File: config.mk
export PLATFORM = sky130hd
export DESIGN_NAME = cmd_issuer
export DESIGN_NICKNAME = d
export VERILOG_FILES = /design/src/rtl/ctrl_types_pkg.sv /design/src/rtl/cmd_fifo.sv /design/src/rtl/cmd_issuer.sv
export SDC_FILE = /design/constraint.sdc
export NUM_CORES = 1
export LEC_CHECK = 0
export CORE_MARGIN = 5
export CORE_UTILIZATION = 40
export DETAILED_ROUTE_END_ITERATION = 6
export GPL_ROUTABILITY_DRIVEN = 0
export GPL_TIMING_DRIVEN = 0
export PLACE_DENSITY_LB_ADDON = 0.1
export SYNTH_ARGS = -nofsm -noshare
export SYNTH_HDL_FRONTEND = slang
export SYNTH_SLANG_ARGS = --single-unit
File: constraint.sdc
create_clock -name clk -period 3.45 [get_ports clk]
set_input_delay 1.035 -clock clk [delete_from_list [all_inputs] [get_ports clk]]
set_output_delay 1.035 -clock clk [all_outputs]
set_load 0.02 [all_outputs]
File: src/rtl/ctrl_types_pkg.sv
// ============================================================================
// Module   : ctrl_types_pkg
// Purpose  : Shared cache-controller types: operations, controller response,
//            issuer FSM states and the queued command record.
// Revision : 1.0 - initial release
// ============================================================================
`default_nettype none

package ctrl_types_pkg;

   localparam int C_KEY_WIDTH   = 16;
   localparam int C_VALUE_WIDTH = 32;

   // Codes 3'b100..3'b111 are reserved and never reach the controller.
   typedef enum logic [2:0] {
      OP_NOOP   = 3'b000,
      OP_READ   = 3'b001,
      OP_UPSERT = 3'b010,
      OP_DELETE = 3'b011
   } operation_e;

   typedef struct packed {
      logic done;
      logic error;
   } sub_cmd_t;

   typedef enum logic [1:0] {
      IS_IDLE   = 2'd0,
      IS_ISSUE  = 2'd1,
      IS_WAIT   = 2'd2,
      IS_REPORT = 2'd3
   } issuer_state_e;

   typedef struct packed {
      logic [2:0]               op;
      logic [C_KEY_WIDTH-1:0]   key;
      logic [C_VALUE_WIDTH-1:0] value;
   } cmd_t;

   function automatic logic op_is_reserved(input logic [2:0] op);
      return op[2];
   endfunction

endpackage

`default_nettype wire

File: src/rtl/cmd_fifo.sv
// ============================================================================
// Module   : cmd_fifo
// Purpose  : Small synchronous FIFO with show-ahead head and full/empty flags.
// Revision : 1.0 - initial release
// ============================================================================
`default_nettype none

module cmd_fifo #(
   parameter int WIDTH = 8,
   parameter int DEPTH = 4
) (
   input  logic             clk,
   input  logic             rst_n,
   input  logic             push,
   input  logic [WIDTH-1:0] din,
   input  logic             pop,
   output logic [WIDTH-1:0] dout,
   output logic             full,
   output logic             empty
);

   localparam int C_PTR_W = (DEPTH > 1) ? $clog2(DEPTH) : 1;
   localparam int C_CNT_W = $clog2(DEPTH + 1);

   logic [WIDTH-1:0]   r_mem [DEPTH];
   logic [C_PTR_W-1:0] r_wr_ptr;
   logic [C_PTR_W-1:0] r_rd_ptr;
   logic [C_CNT_W-1:0] r_count;
   logic               w_do_push;
   logic               w_do_pop;

   function automatic logic [C_PTR_W-1:0] next_ptr(input logic [C_PTR_W-1:0] p);
      return (p == C_PTR_W'(DEPTH - 1)) ? '0 : p + 1'b1;
   endfunction

   assign full      = (r_count == C_CNT_W'(DEPTH));
   assign empty     = (r_count == '0);
   assign w_do_push = push && !full;
   assign w_do_pop  = pop && !empty;
   assign dout      = r_mem[r_rd_ptr];

   always_ff @(posedge clk) begin
      if (w_do_push) r_mem[r_wr_ptr] <= din;
   end

   always_ff @(posedge clk) begin
      if (!rst_n) begin
         r_wr_ptr <= '0;
         r_rd_ptr <= '0;
         r_count  <= '0;
      end else begin
         if (w_do_push) r_wr_ptr <= next_ptr(r_wr_ptr);
         if (w_do_pop)  r_rd_ptr <= next_ptr(r_rd_ptr);
         case ({w_do_push, w_do_pop})
            2'b10:   r_count <= r_count + 1'b1;
            2'b01:   r_count <= r_count - 1'b1;
            default: r_count <= r_count;
         endcase
      end
   end

endmodule

`default_nettype wire

File: src/rtl/cmd_issuer.sv
// ============================================================================
// Module   : cmd_issuer
// Purpose  : Queues host commands and issues them one at a time to the cache
//            controller, returning results in order. CMD_ISSUER_TIMEOUT_EN
//            enables the response-wait timeout. Key/value widths must match
//            the cmd_t field widths in ctrl_types_pkg.
// Revision : 1.0 - initial release
// ============================================================================
`default_nettype none

module cmd_issuer
   import ctrl_types_pkg::*;
#(
   parameter int KEY_WIDTH      = C_KEY_WIDTH,
   parameter int VALUE_WIDTH    = C_VALUE_WIDTH,
   parameter int FIFO_DEPTH     = 4,
   parameter int TIMEOUT_CYCLES = 255
) (
   input  logic                   clk,
   input  logic                   rst_n,
   input  logic                   host_valid,
   output logic                   host_ready,
   input  logic [2:0]             host_op,
   input  logic [KEY_WIDTH-1:0]   host_key,
   input  logic [VALUE_WIDTH-1:0] host_value,
   output logic                   ctrl_valid,
   input  logic                   ctrl_ready,
   output logic [2:0]             ctrl_op,
   output logic [KEY_WIDTH-1:0]   ctrl_key,
   output logic [VALUE_WIDTH-1:0] ctrl_value,
   input  sub_cmd_t               ctrl_resp,
   input  logic [VALUE_WIDTH-1:0] ctrl_rd_value,
   output logic                   res_valid,
   input  logic                   res_ready,
   output logic [2:0]             res_op,
   output logic                   res_error,
   output logic                   res_timeout,
   output logic [VALUE_WIDTH-1:0] res_value
);

   localparam int C_CMD_W = $bits(cmd_t);

   issuer_state_e          r_state;
   cmd_t                   r_cmd;
   logic                   r_ctrl_valid;
   logic                   r_res_valid;
   logic [2:0]             r_res_op;
   logic                   r_res_error;
   logic                   r_res_timeout;
   logic [VALUE_WIDTH-1:0] r_res_value;

   cmd_t                   w_host_cmd;
   cmd_t                   w_head_cmd;
   logic [C_CMD_W-1:0]     w_head_flat;
   logic                   w_push;
   logic                   w_pop;
   logic                   w_full;
   logic                   w_empty;

`ifdef CMD_ISSUER_TIMEOUT_EN
   localparam int C_CNT_W = $clog2(TIMEOUT_CYCLES + 1);
   logic [C_CNT_W-1:0] r_wait_cnt;
`endif

   assign w_host_cmd.op    = host_op;
   assign w_host_cmd.key   = host_key;
   assign w_host_cmd.value = host_value;
   assign w_head_cmd       = cmd_t'(w_head_flat);

   // NOOPs are acknowledged but never occupy a FIFO slot.
   assign host_ready = rst_n && !w_full;
   assign w_push     = host_valid && host_ready && (host_op != OP_NOOP);
   assign w_pop      = (r_state == IS_IDLE) && !w_empty;

   cmd_fifo #(
      .WIDTH (C_CMD_W),
      .DEPTH (FIFO_DEPTH)
   ) u_fifo (
      .clk   (clk),
      .rst_n (rst_n),
      .push  (w_push),
      .din   (w_host_cmd),
      .pop   (w_pop),
      .dout  (w_head_flat),
      .full  (w_full),
      .empty (w_empty)
   );

   always_ff @(posedge clk) begin
      if (!rst_n) begin
         r_state       <= IS_IDLE;
         r_cmd         <= '0;
         r_ctrl_valid  <= 1'b0;
         r_res_valid   <= 1'b0;
         r_res_op      <= '0;
         r_res_error   <= 1'b0;
         r_res_timeout <= 1'b0;
         r_res_value   <= '0;
`ifdef CMD_ISSUER_TIMEOUT_EN
         r_wait_cnt    <= '0;
`endif
      end else begin
         case (r_state)
            IS_IDLE: begin
               if (!w_empty) begin
                  r_cmd <= w_head_cmd;
                  if (op_is_reserved(w_head_cmd.op)) begin
                     r_res_valid   <= 1'b1;
                     r_res_op      <= w_head_cmd.op;
                     r_res_error   <= 1'b1;
                     r_res_timeout <= 1'b0;
                     r_res_value   <= '0;
                     r_state       <= IS_REPORT;
                  end else begin
                     r_ctrl_valid  <= 1'b1;
                     r_state       <= IS_ISSUE;
                  end
               end
            end
            IS_ISSUE: begin
               if (ctrl_ready) begin
                  r_ctrl_valid <= 1'b0;
`ifdef CMD_ISSUER_TIMEOUT_EN
                  r_wait_cnt   <= '0;
`endif
                  r_state      <= IS_WAIT;
               end
            end
            IS_WAIT: begin
               if (ctrl_resp.done) begin
                  r_res_valid   <= 1'b1;
                  r_res_op      <= r_cmd.op;
                  r_res_error   <= ctrl_resp.error;
                  r_res_timeout <= 1'b0;
                  r_res_value   <= (r_cmd.op == OP_READ) ? ctrl_rd_value : '0;
                  r_state       <= IS_REPORT;
`ifdef CMD_ISSUER_TIMEOUT_EN
               end else if (r_wait_cnt == C_CNT_W'(TIMEOUT_CYCLES - 1)) begin
                  r_res_valid   <= 1'b1;
                  r_res_op      <= r_cmd.op;
                  r_res_error   <= 1'b1;
                  r_res_timeout <= 1'b1;
                  r_res_value   <= '0;
                  r_state       <= IS_REPORT;
               end else begin
                  r_wait_cnt    <= r_wait_cnt + 1'b1;
`endif
               end
            end
            IS_REPORT: begin
               if (res_ready) begin
                  r_res_valid <= 1'b0;
                  r_state     <= IS_IDLE;
               end
            end
            default: r_state <= IS_IDLE;
         endcase
      end
   end

   assign ctrl_valid  = r_ctrl_valid;
   assign ctrl_op     = r_cmd.op;
   assign ctrl_key    = r_cmd.key;
   assign ctrl_value  = r_cmd.value;
   assign res_valid   = r_res_valid;
   assign res_op      = r_res_op;
   assign res_error   = r_res_error;
   assign res_timeout = r_res_timeout;
   assign res_value   = r_res_value;

endmodule

`default_nettype wire

==> results of run 1 <==
[tightest hold or removal path, stage by stage (launching register included)]
cell	delay (ps)
dfxtp_1	310
nand2_1	50
a21oi_1	50
[final timing paths]
check                     from           endpoint
setup / recovery         rst_n         host_ready
hold / removal    ctrl_key[12]       ctrl_key[12]
setup reg to reg    r_state[0]  u_fifo.r_count[2]
hold reg to reg   ctrl_key[12]       ctrl_key[12]
[state kept, by name, summed over array words and instances, names as in the netlist, named ones only]
signal,flops
res_error,1
ctrl_value,32
res_op,3
ctrl_valid,1
r_state,2
u_fifo.r_rd_ptr,2
u_fifo.r_mem,204
u_fifo.r_wr_ptr,2
u_fifo.r_count,3
res_value,32
ctrl_key,16
res_valid,1
ctrl_op,3
[synthesized netlist by cell type, drive strengths merged, types with 3 or more instances]
cell,instances
nor3,4
a21oi,57
inv,9
mux4,51
nor2b,3
nand2,109
a22o,32
o21ai,4
buf,24
nor2,11
edfxtp,204
ha,11
and2,4
dfxtp,100
mux2i,7
clkbuf,13
[layout make-up]
class / instances / area share [%]
repair buffers: 179 / 12.3
clock inverters: 17 / 1.09
plain buffers: 37 / 1.54
multi-input cells: 314 / 18.6
flip-flops and latches: 304 / 56.1
clock buffers: 46 / 6.96
inverters: 9 / 0.233
well taps: 372 / 3.21
[power by group]
group	internal [mW]	total [mW]	switching [mW]
combinational	1.12	2.52	1.41
clock	2.28	3.66	1.38
sequential	4.27	4.47	0.207
total	7.66	10.7	3.00
[logic make-up after synthesis]
group / count (synthesis) / share of synthesized area [%]
buffers and inverters: 46 / 2.23
muxes: 60 / 11.3
adders and majority gates: 12 / 1.43
xor gates and xnor gates: 2 / 0.159
DFF: 304 / 73.5
and+or+nand+nor: 135 / 5.06
AOI/OAI and AO/OA: 104 / 6.20
other: 1 / 0.0339
[metrics by stage]
| step | TNS [ps] | instance area (um2) | hold WS [ps] | util (%) | cells |
|---|---|---|---|---|---|
| floorplan | 0 | 11100 | 454 | - | 664 |
| global placement | -180310 | 13300 | 446 | 49.1 | 1215 |
| detailed placement | -102270 | 13300 | 447 | 49.1 | 1215 |
| CTS | 0 | 14500 | 455 | 53.5 | 1278 |
| global route | 0 | 14500 | 473 | 53.5 | 1278 |
| finish | 0 | 14500 | 453 | 53.5 | 1278 |
[per-layer routing]
layer  up-vias  GRT usage (%)  wire (um)
li1       2962              -          -
met1      3134           19.7      10300
met2       213           27.4      12300
met3        44           3.92       1720
met4         2           4.58        515
met5         -              0          7
[timing repair]
item	4_1_cts	5_1_grt
gates resized for setup	10	2
pin swaps	0	0
endpoints found under the setup margin	2	1
endpoints found under the hold margin	0	0
==> impl_results.md, run 1 <==
* Io pins at 181
* Mapped Nets at 766
* Layout cells sized above 1 at 15.6%
* Fin nets at 982
* Core ar. at 0.0271 mm2
* DP HPWL at 15800 um
* Vias per Instance at 4.97
* Filler cell count at 2224
* Register-to-Register Path Depth at 10
* Slew @ Worst Pin at 888 ps
* CP startpoint kind: input port
* FMAX at 297 MHz
* Cell variety after synth at 40
* Clk buf depth at 3
* WHS Path Cells at 2
* Crit path DAT at 2330 ps
* Htree depth at 2
* Yosys top cell by area: edfxtp_1
* Cell Chain, Critical Path: clkdlybuf4s50_1 -> buf_6 -> inv_2 -> buf_4 -> a21oi_1 -> buf_4
* Clk_skew at 14.2 ps
* Warnings, synthesis at 0
* Max-slew violation count at 0
* GRT overflow at 0
* # rows at 60
* TritonRoute pass-1 iters at 4
* Port Buffer Count at 179
* Count of endpoints failing setup in the final report at 0
* HP Class: register to register
* Sequential cell area at 0.00813 mm2
* Fin crit period at 3370 ps
* First-pass GRT wire length at 38200 um
* Vias in the first global route at 6763
* Async SR Flop Fraction at 0%
* Starting Density at 40.8%
* Main synth FF type: edfxtp_1
* Setup WS post-layout at 80.8 ps
* Area of the mapped netlist at 0.0111 mm2
* Peak supply drop at 0.412 mV
* CP Class: input port to primary output
* Pin count of the biggest net entering global routing at 52
* Unrepaired setup endpoints after global routing: false
* Setup WS pre-CTS at -682 ps
* Total wire length at 24800 um
* CTS tree: built
* Multi-input logic area at 0.00269 mm2
* Static Leak at 4.83 nW
* CP Data Required Time at 2410 ps
* Initial antenna violation count at 1
* Crit path top cell by count: buf_4
* Ranking of synthesized cells by area: edfxtp_1 (55%), dfxtp_1 (18%), mux4_2 (10%)
* Outcome: completed
* Root Buffer: clkbuf_16
* Post-synth EDFFs at 204
* Die ar. at 0.0311 mm2
* Wire length per cell at 19.4 um
* Tcrit/Tclk final at 97.7%
* Pwr dens at 735 mW/mm2
* Relative slew slack at 40.8%
* Synth Register Bits at 304
* Post-CTS Hold Buffers at 0
* Clock transition at the registers of the reported paths at 60 ps
* Skew-Pair Late Insertion Delay at 500 ps
* Post-synthesis cell count at 664
* Die Width at 176 um
* Largest stage delay, worst path at 500 ps
* Number of cells on the critical path at 6
* Height of the die at 176 um
* R2R Setup Slk at 580 ps
* GRT Total Usage at 15.8%
* Routed Antenna Nets at 0
* Worst-path fanout max at 10
* Drt drc at 0
* Syn avg cell area at 16.6 um2
* Slowest CP cell: clkdlybuf4s50_1
* Crit-path leading delay family: buffers and inverters
* Final Hold Fails at 0
* Area growth from synthesis to layout at 31.2%
* Total power at 10.7 mW
* Antenna cell count at 0
* Cts bufs inserted at 35
* Commonest non-fill, non-tap cells in the layout: edfxtp_1 (204), clkdlybuf4s50_1 (178), nand2_1 (109), dfxtp_1 (100), a21oi_1 (57)
* Post-CTS Setup Bufs at 0
* Vias after detailed routing at 6355
* Yosys top cell area share at 55.4%
* 1st-iter DRT viols at 319
* CTS Sinks at 304
* Most common cell after layout, fill and taps aside: edfxtp_1
* CP Buf/Inv Count at 5
* CP Capture Type: primary output
* Number of max-cap violations at 0
* Seq/Total Area, Yosys at 73.5%
Note: power is estimated with default switching activity, not from simulation.
==> run 2: changes to the inputs <==
==> constraint.sdc (replaced) <==
create_clock -name clk -period 3.75 [get_ports clk]
set_input_delay 1.125 -clock clk [delete_from_list [all_inputs] [get_ports clk]]
set_output_delay 1.125 -clock clk [all_outputs]
set_load 0.02 [all_outputs]
==> run 2 against run 1 <==
Against the previous run: wire length fell by 0.90%; die area did not move; clock-buffer cell count rose by 2; first-iteration DRC count fell by 14%; cell area fell by 0.60%; sequential power fell by 7.8%; sequential cell count did not move; core utilization fell by 0.32 points; critical path type unchanged; highest routed layer is now met4.
==> impl_results.md, run 2 (same netlist as run 1, synthesis figures left out) <==
* Outcome: completed (unchanged)
* Placed Cells at 1215 (unchanged)
* TritonRoute pass-1 iters at 4 (unchanged)
* Fin crit period at 3630 ps
* HP Class: register to register (unchanged)
* Layout cells sized above 1 at 14.7% (was 15.6%)
* CP Class: input port to primary output (unchanged)
* Die Width at 176 um (unchanged)
* Max reg flops at 204 (unchanged)
* GRT overflow at 0 (unchanged)
* Vias in the first global route at 6716 (was 6763)
* Relative slew slack at 40.3% (was 40.8%)
* Commonest non-fill, non-tap cells in the layout: edfxtp_1 (204), clkdlybuf4s50_1 (178), nand2_1 (109), dfxtp_1 (100), a21oi_1 (57) (unchanged)
* CTS tree: built (unchanged)
* Multi-input logic area at 0.00269 mm2 (unchanged)
* 1st-iter DRT viols at 274 (was 319)
* Number of max-cap violations at 0 (unchanged)
* Clock transition at the registers of the reported paths at 60 ps (about the same)
* Largest stage delay, worst path at 500 ps (about the same)
* Slew @ Worst Pin at 895 ps (was 888 ps)
* First-pass GRT wire length at 37900 um (was 38200 um)
* Port Buffer Count at 179 (unchanged)
* Total power at 9.63 mW (was 10.7 mW)
* Unrepaired setup endpoints after global routing: false (unchanged)
* Core ar. at 0.0271 mm2 (unchanged)
* Clk_skew at 17.6 ps (was 14.2 ps)
* Wire length per cell at 19.3 um (was 19.4 um)
* GRT Total Usage at 15.7% (was 15.8%)
* Worst-path fanout max at 10 (unchanged)
* Starting Density at 40.8% (unchanged)
* Routed Antenna Nets at 0 (unchanged)
* Non-Filler Instances at 1275 (was 1278)
* FMAX at 275 MHz
* Worst hold slack at 453 ps (about the same)
* Reg with most FFs: u_fifo.r_mem (unchanged)
* Sequential cell area at 0.00813 mm2 (unchanged)
* Fin nets at 981 (was 982)
* Slowest CP cell: clkdlybuf4s50_1 (unchanged)
* CP Data Required Time at 2620 ps (was 2410 ps)
* Vias per Instance at 4.94 (was 4.97)
* Tcrit/Tclk final at 96.9%
* Post-CTS Setup Bufs at 0 (unchanged)
* Setup TNS at 0 ps (unchanged)
* CP Capture Type: primary output (unchanged)
* Die ar. at 0.0311 mm2 (unchanged)
* Clk buf depth at 3 (unchanged)
* CP startpoint kind: input port (unchanged)
* CTS Sinks at 304 (unchanged)
* Skew-Pair Late Insertion Delay at 500 ps (about the same)
* Filler cell count at 2244 (was 2224)
* Area growth from synthesis to layout at 30.4% (was 31.2%)
* Vias after detailed routing at 6294 (was 6355)
* Antenna cell count at 0 (unchanged)
* Static Leak at 4.79 nW (was 4.83 nW)
* Most common cell after layout, fill and taps aside: edfxtp_1 (unchanged)
* Peak supply drop at 0.392 mV (was 0.412 mV)
* Pwr dens at 668 mW/mm2 (was 735 mW/mm2)
* Count of endpoints failing setup in the final report at 0 (unchanged)
* DP HPWL at 15500 um (was 15800 um)
* # rows at 60 (unchanged)
* Pin count of the biggest net entering global routing at 52 (unchanged)
* Cts bufs inserted at 34 (was 35)
* Final Hold Fails at 0 (unchanged)
* Root Buffer: clkbuf_16 (unchanged)
* Cell Chain, Critical Path: clkdlybuf4s50_1 -> buf_4 -> inv_2 -> buf_4 -> a21oi_1 -> clkbuf_4 (was clkdlybuf4s50_1 -> buf_6 -> inv_2 -> buf_4 -> a21oi_1 -> buf_4)
* Io pins at 181 (unchanged)
* Crit path top cell by count: buf_4 (unchanged)
* Drt drc at 0 (unchanged)
* Htree depth at 2 (unchanged)
* Initial antenna violation count at 0 (was 1)
* Crit path DAT at 2510 ps (was 2330 ps)
* Max-slew violation count at 0 (unchanged)
* Height of the die at 176 um (unchanged)
* Total wire length at 24600 um (was 24800 um)
run 2: what timing repair did:
item	4_1_cts	5_1_grt
hold buffers	0	0
setup endpoints to repair	2	1
gates resized for setup	9	2
run 2: worst max-delay path, delay by kind of cell:
family | cells | cell delay (ps)
buffers and inverters | 5 | 1230
AOI/OAI and AO/OA | 1 | 130
run 2: worst paths after layout:
path                       start                 to  slack, ps  cells after the start
setup / recovery           rst_n         host_ready        120                      6
hold reg to reg   ctrl_value[31]     ctrl_value[31]        450                      2
hold / removal    ctrl_value[31]     ctrl_value[31]        450                      2
setup reg to reg      r_state[0]  u_fifo.r_count[2]        870                     10
run 2: layout make-up:
type | count | area share, %
inverters | 9 | 0.234
flip-flops and latches | 304 | 56.4
clock inverters | 12 | 0.738
plain buffers | 37 | 1.52
repair buffers | 179 | 12.4
well taps | 372 | 3.23
multi-input cells | 314 | 18.7
clock buffers | 48 | 6.78
run 2: per-layer routing:
layer / up-vias / part of all wire [%] / routed length, um / track usage (%)
met3: 35 / 6.8 / 1670 / 3.62
li1: 2963 / - / - / -
met5: - / 0 / 0 / 0
met4: 0 / 1.7 / 408 / 4.16
met1: 3101 / 42 / 10400 / 19.7
met2: 195 / 49 / 12100 / 27.5
run 2: through the flow:
step | instance area, um2 | utilization (%) | setup slack [ps]
after global placement | 13300 | 49.1 | -1750
after CTS | 14400 | 53.2 | 54.6
final | 14400 | 53.2 | 117
after global routing | 14400 | 53.2 | 16.0
after detailed placement | 13300 | 49.1 | -626
after floorplan | 11100 | - | 135
run 2: report_power, final:
group          internal (mW)  switching [mW]  leakage (nW)
Clock                   1.95            1.24         0.535
Sequential              3.92           0.191          2.66
Combinational           1.03            1.30          1.59
Total                   6.90            2.73          4.79
==> run 3: changes to the inputs <==
--- a/config.mk
+++ b/config.mk
@@ -11,6 +11,7 @@
 export GPL_ROUTABILITY_DRIVEN = 0
 export GPL_TIMING_DRIVEN = 0
 export PLACE_DENSITY_LB_ADDON = 0.1
+export SKIP_CTS_REPAIR_TIMING = 1
 export SYNTH_ARGS = -nofsm -noshare
 export SYNTH_HDL_FRONTEND = slang
 export SYNTH_SLANG_ARGS = --single-unit
==> run 3 against run 2 <==
Against the previous run: cell count did not move; critical path type unchanged; global-route usage stayed put; clock skew grew 1.0 ps; clock power about the same; critical endpoint unchanged; register-to-register slack about the same; core utilization stayed put; largest cell class unchanged; non-clock buffer count did not move; via count up 0.13%.
==> impl_results.md, run 3 (same netlist as run 1, synthesis figures left out) <==
* Outcome: completed (unchanged)
* GRT Total Usage at 15.7% (unchanged)
* Worst-path fanout max at 10 (unchanged)
* Fin crit period at 3630 ps (about the same)
* Setup WS post-layout at 116 ps (was 117 ps)
* Pin count of the biggest net entering global routing at 52 (unchanged)
* Setup WS pre-CTS at -626 ps (unchanged)
* First-pass GRT wire length at 37900 um (about the same)
* Htree depth at 2 (unchanged)
* Static Leak at 4.79 nW (unchanged)
* FMAX at 275 MHz (about the same)
* Fin nets at 981 (unchanged)
* Initial antenna violation count at 0 (unchanged)
* Relative slew slack at 40.1% (was 40.3%)
* Starting Density at 40.8% (unchanged)
* Root Buffer: clkbuf_16 (unchanged)
* Core ar. at 0.0271 mm2 (unchanged)
* Wire length per cell at 19.3 um (about the same)
* CTS tree: built (unchanged)
* Max reg flops at 204 (unchanged)
* Vias per Instance at 4.94 (about the same)
* Layout cells sized above 1 at 14.7% (unchanged)
* HP Class: register to register (unchanged)
* Reg with most FFs: u_fifo.r_mem (unchanged)
* Final Hold Fails at 0 (unchanged)
* DP HPWL at 15500 um (unchanged)
* CP Capture Type: primary output (unchanged)
* Tcrit/Tclk final at 96.9% (about the same)
* Clk buf depth at 3 (unchanged)
* Unrepaired setup endpoints after global routing: false (unchanged)
* Area growth from synthesis to layout at 30.4% (unchanged)
* Count of endpoints failing setup in the final report at 0 (unchanged)
* Placed Cells at 1215 (unchanged)
* Vias in the first global route at 6717 (was 6716)
* CP Data Required Time at 2620 ps (about the same)
* Clock transition at the registers of the reported paths at 60 ps (about the same)
* GRT overflow at 0 (unchanged)
* WHS Path Cells at 2 (unchanged)
* Antenna cell count at 0 (unchanged)
* Max-slew violation count at 0 (unchanged)
* Clk_skew at 18.6 ps (was 17.6 ps)
* Total wire length at 24600 um (about the same)
* Io pins at 181 (unchanged)
* Non-Filler Instances at 1275 (unchanged)
* Drt drc at 0 (unchanged)
* Vias after detailed routing at 6302 (was 6294)
* Cts bufs inserted at 34 (unchanged)
* CTS Sinks at 304 (unchanged)
* Die Width at 176 um (unchanged)
* CP Class: input port to primary output (unchanged)
* Register-to-Register Path Depth at 10 (unchanged)
* Skew-Pair Late Insertion Delay at 500 ps (about the same)
* Peak supply drop at 0.391 mV (was 0.392 mV)
* Port Buffer Count at 179 (unchanged)
* TritonRoute pass-1 iters at 4 (unchanged)
* # rows at 60 (unchanged)
* Routed Antenna Nets at 0 (unchanged)
* Pwr dens at 668 mW/mm2 (about the same)
* Commonest non-fill, non-tap cells in the layout: edfxtp_1 (204), clkdlybuf4s50_1 (178), nand2_1 (109), dfxtp_1 (100), a21oi_1 (57) (unchanged)
* CP startpoint kind: input port (unchanged)
* Height of the die at 176 um (unchanged)
* 1st-iter DRT viols at 277 (was 274)
* Number of max-cap violations at 0 (unchanged)
* Most common cell after layout, fill and taps aside: edfxtp_1 (unchanged)
* Crit path DAT at 2510 ps (about the same)
* Die ar. at 0.0311 mm2 (unchanged)
* Slew @ Worst Pin at 899 ps (was 895 ps)
[run 3: cell counts in the layout (fill, tap and decap cells not counted)]
No cell type changed its count.
[run 3: power by group]
part	switching [mW]	total [mW]	leakage, nW	internal, mW
clock	1.23	3.18	0.535	1.95
sequential	0.190	4.11	2.66	3.92
combinational	1.30	2.33	1.59	1.03
[run 3: path summary, 6_finish.rpt]
path                        from           endpoint  slack [ps]
setup / recovery           rst_n         host_ready         120
hold / removal    ctrl_value[31]     ctrl_value[31]         450
setup reg to reg      r_state[0]  u_fifo.r_count[2]         860
hold reg to reg   ctrl_value[31]     ctrl_value[31]         450
[run 3: worst max-delay path, cell delays in order]
cell             delay, ps
clkdlybuf4s50_1        500
buf_4                  190
inv_2                  130
buf_4                  210
a21oi_1                130
clkbuf_4               200
[run 3: routing by layer]
| layer | GRT usage [%] | part of all wire [%] | routed length [um] |
|---|---|---|---|
| met1 | 19.7 | 42 | 10400 |
| met2 | 27.5 | 49 | 12100 |
| met3 | 3.62 | 6.7 | 1650 |
| met4 | 4.16 | 1.7 | 418 |
| met5 | 0 | 0 | 0 |
[run 3: final cells by class]
class	count	area, um2
plain buffers	37	219
fillers	2244	12700
flip-flops and latches	304	8130
well taps	372	465
clock buffers	48	977
inverters	9	33.8
repair buffers	179	1790
clock inverters	12	106
multi-input cells	314	2690
[run 3: per-stage QoR]
| step | instance area, um2 | hold slack (ps) | setup TNS [ps] | utilization [%] | power (mW) |
|---|---|---|---|---|---|
| after global routing | 14400 | 475 | 0 | 53.2 | 10.1 |
| after CTS | 14400 | 455 | -731 | 53.1 | 9.78 |
| after global placement | 13300 | 445 | -356340 | 49.1 | 6.50 |
| final | 14400 | 453 | 0 | 53.2 | 9.63 |
| after detailed placement | 13300 | 447 | -82210 | 49.1 | 6.55 |
| after floorplan | 11100 | 454 | 0 | - | 5.52 |
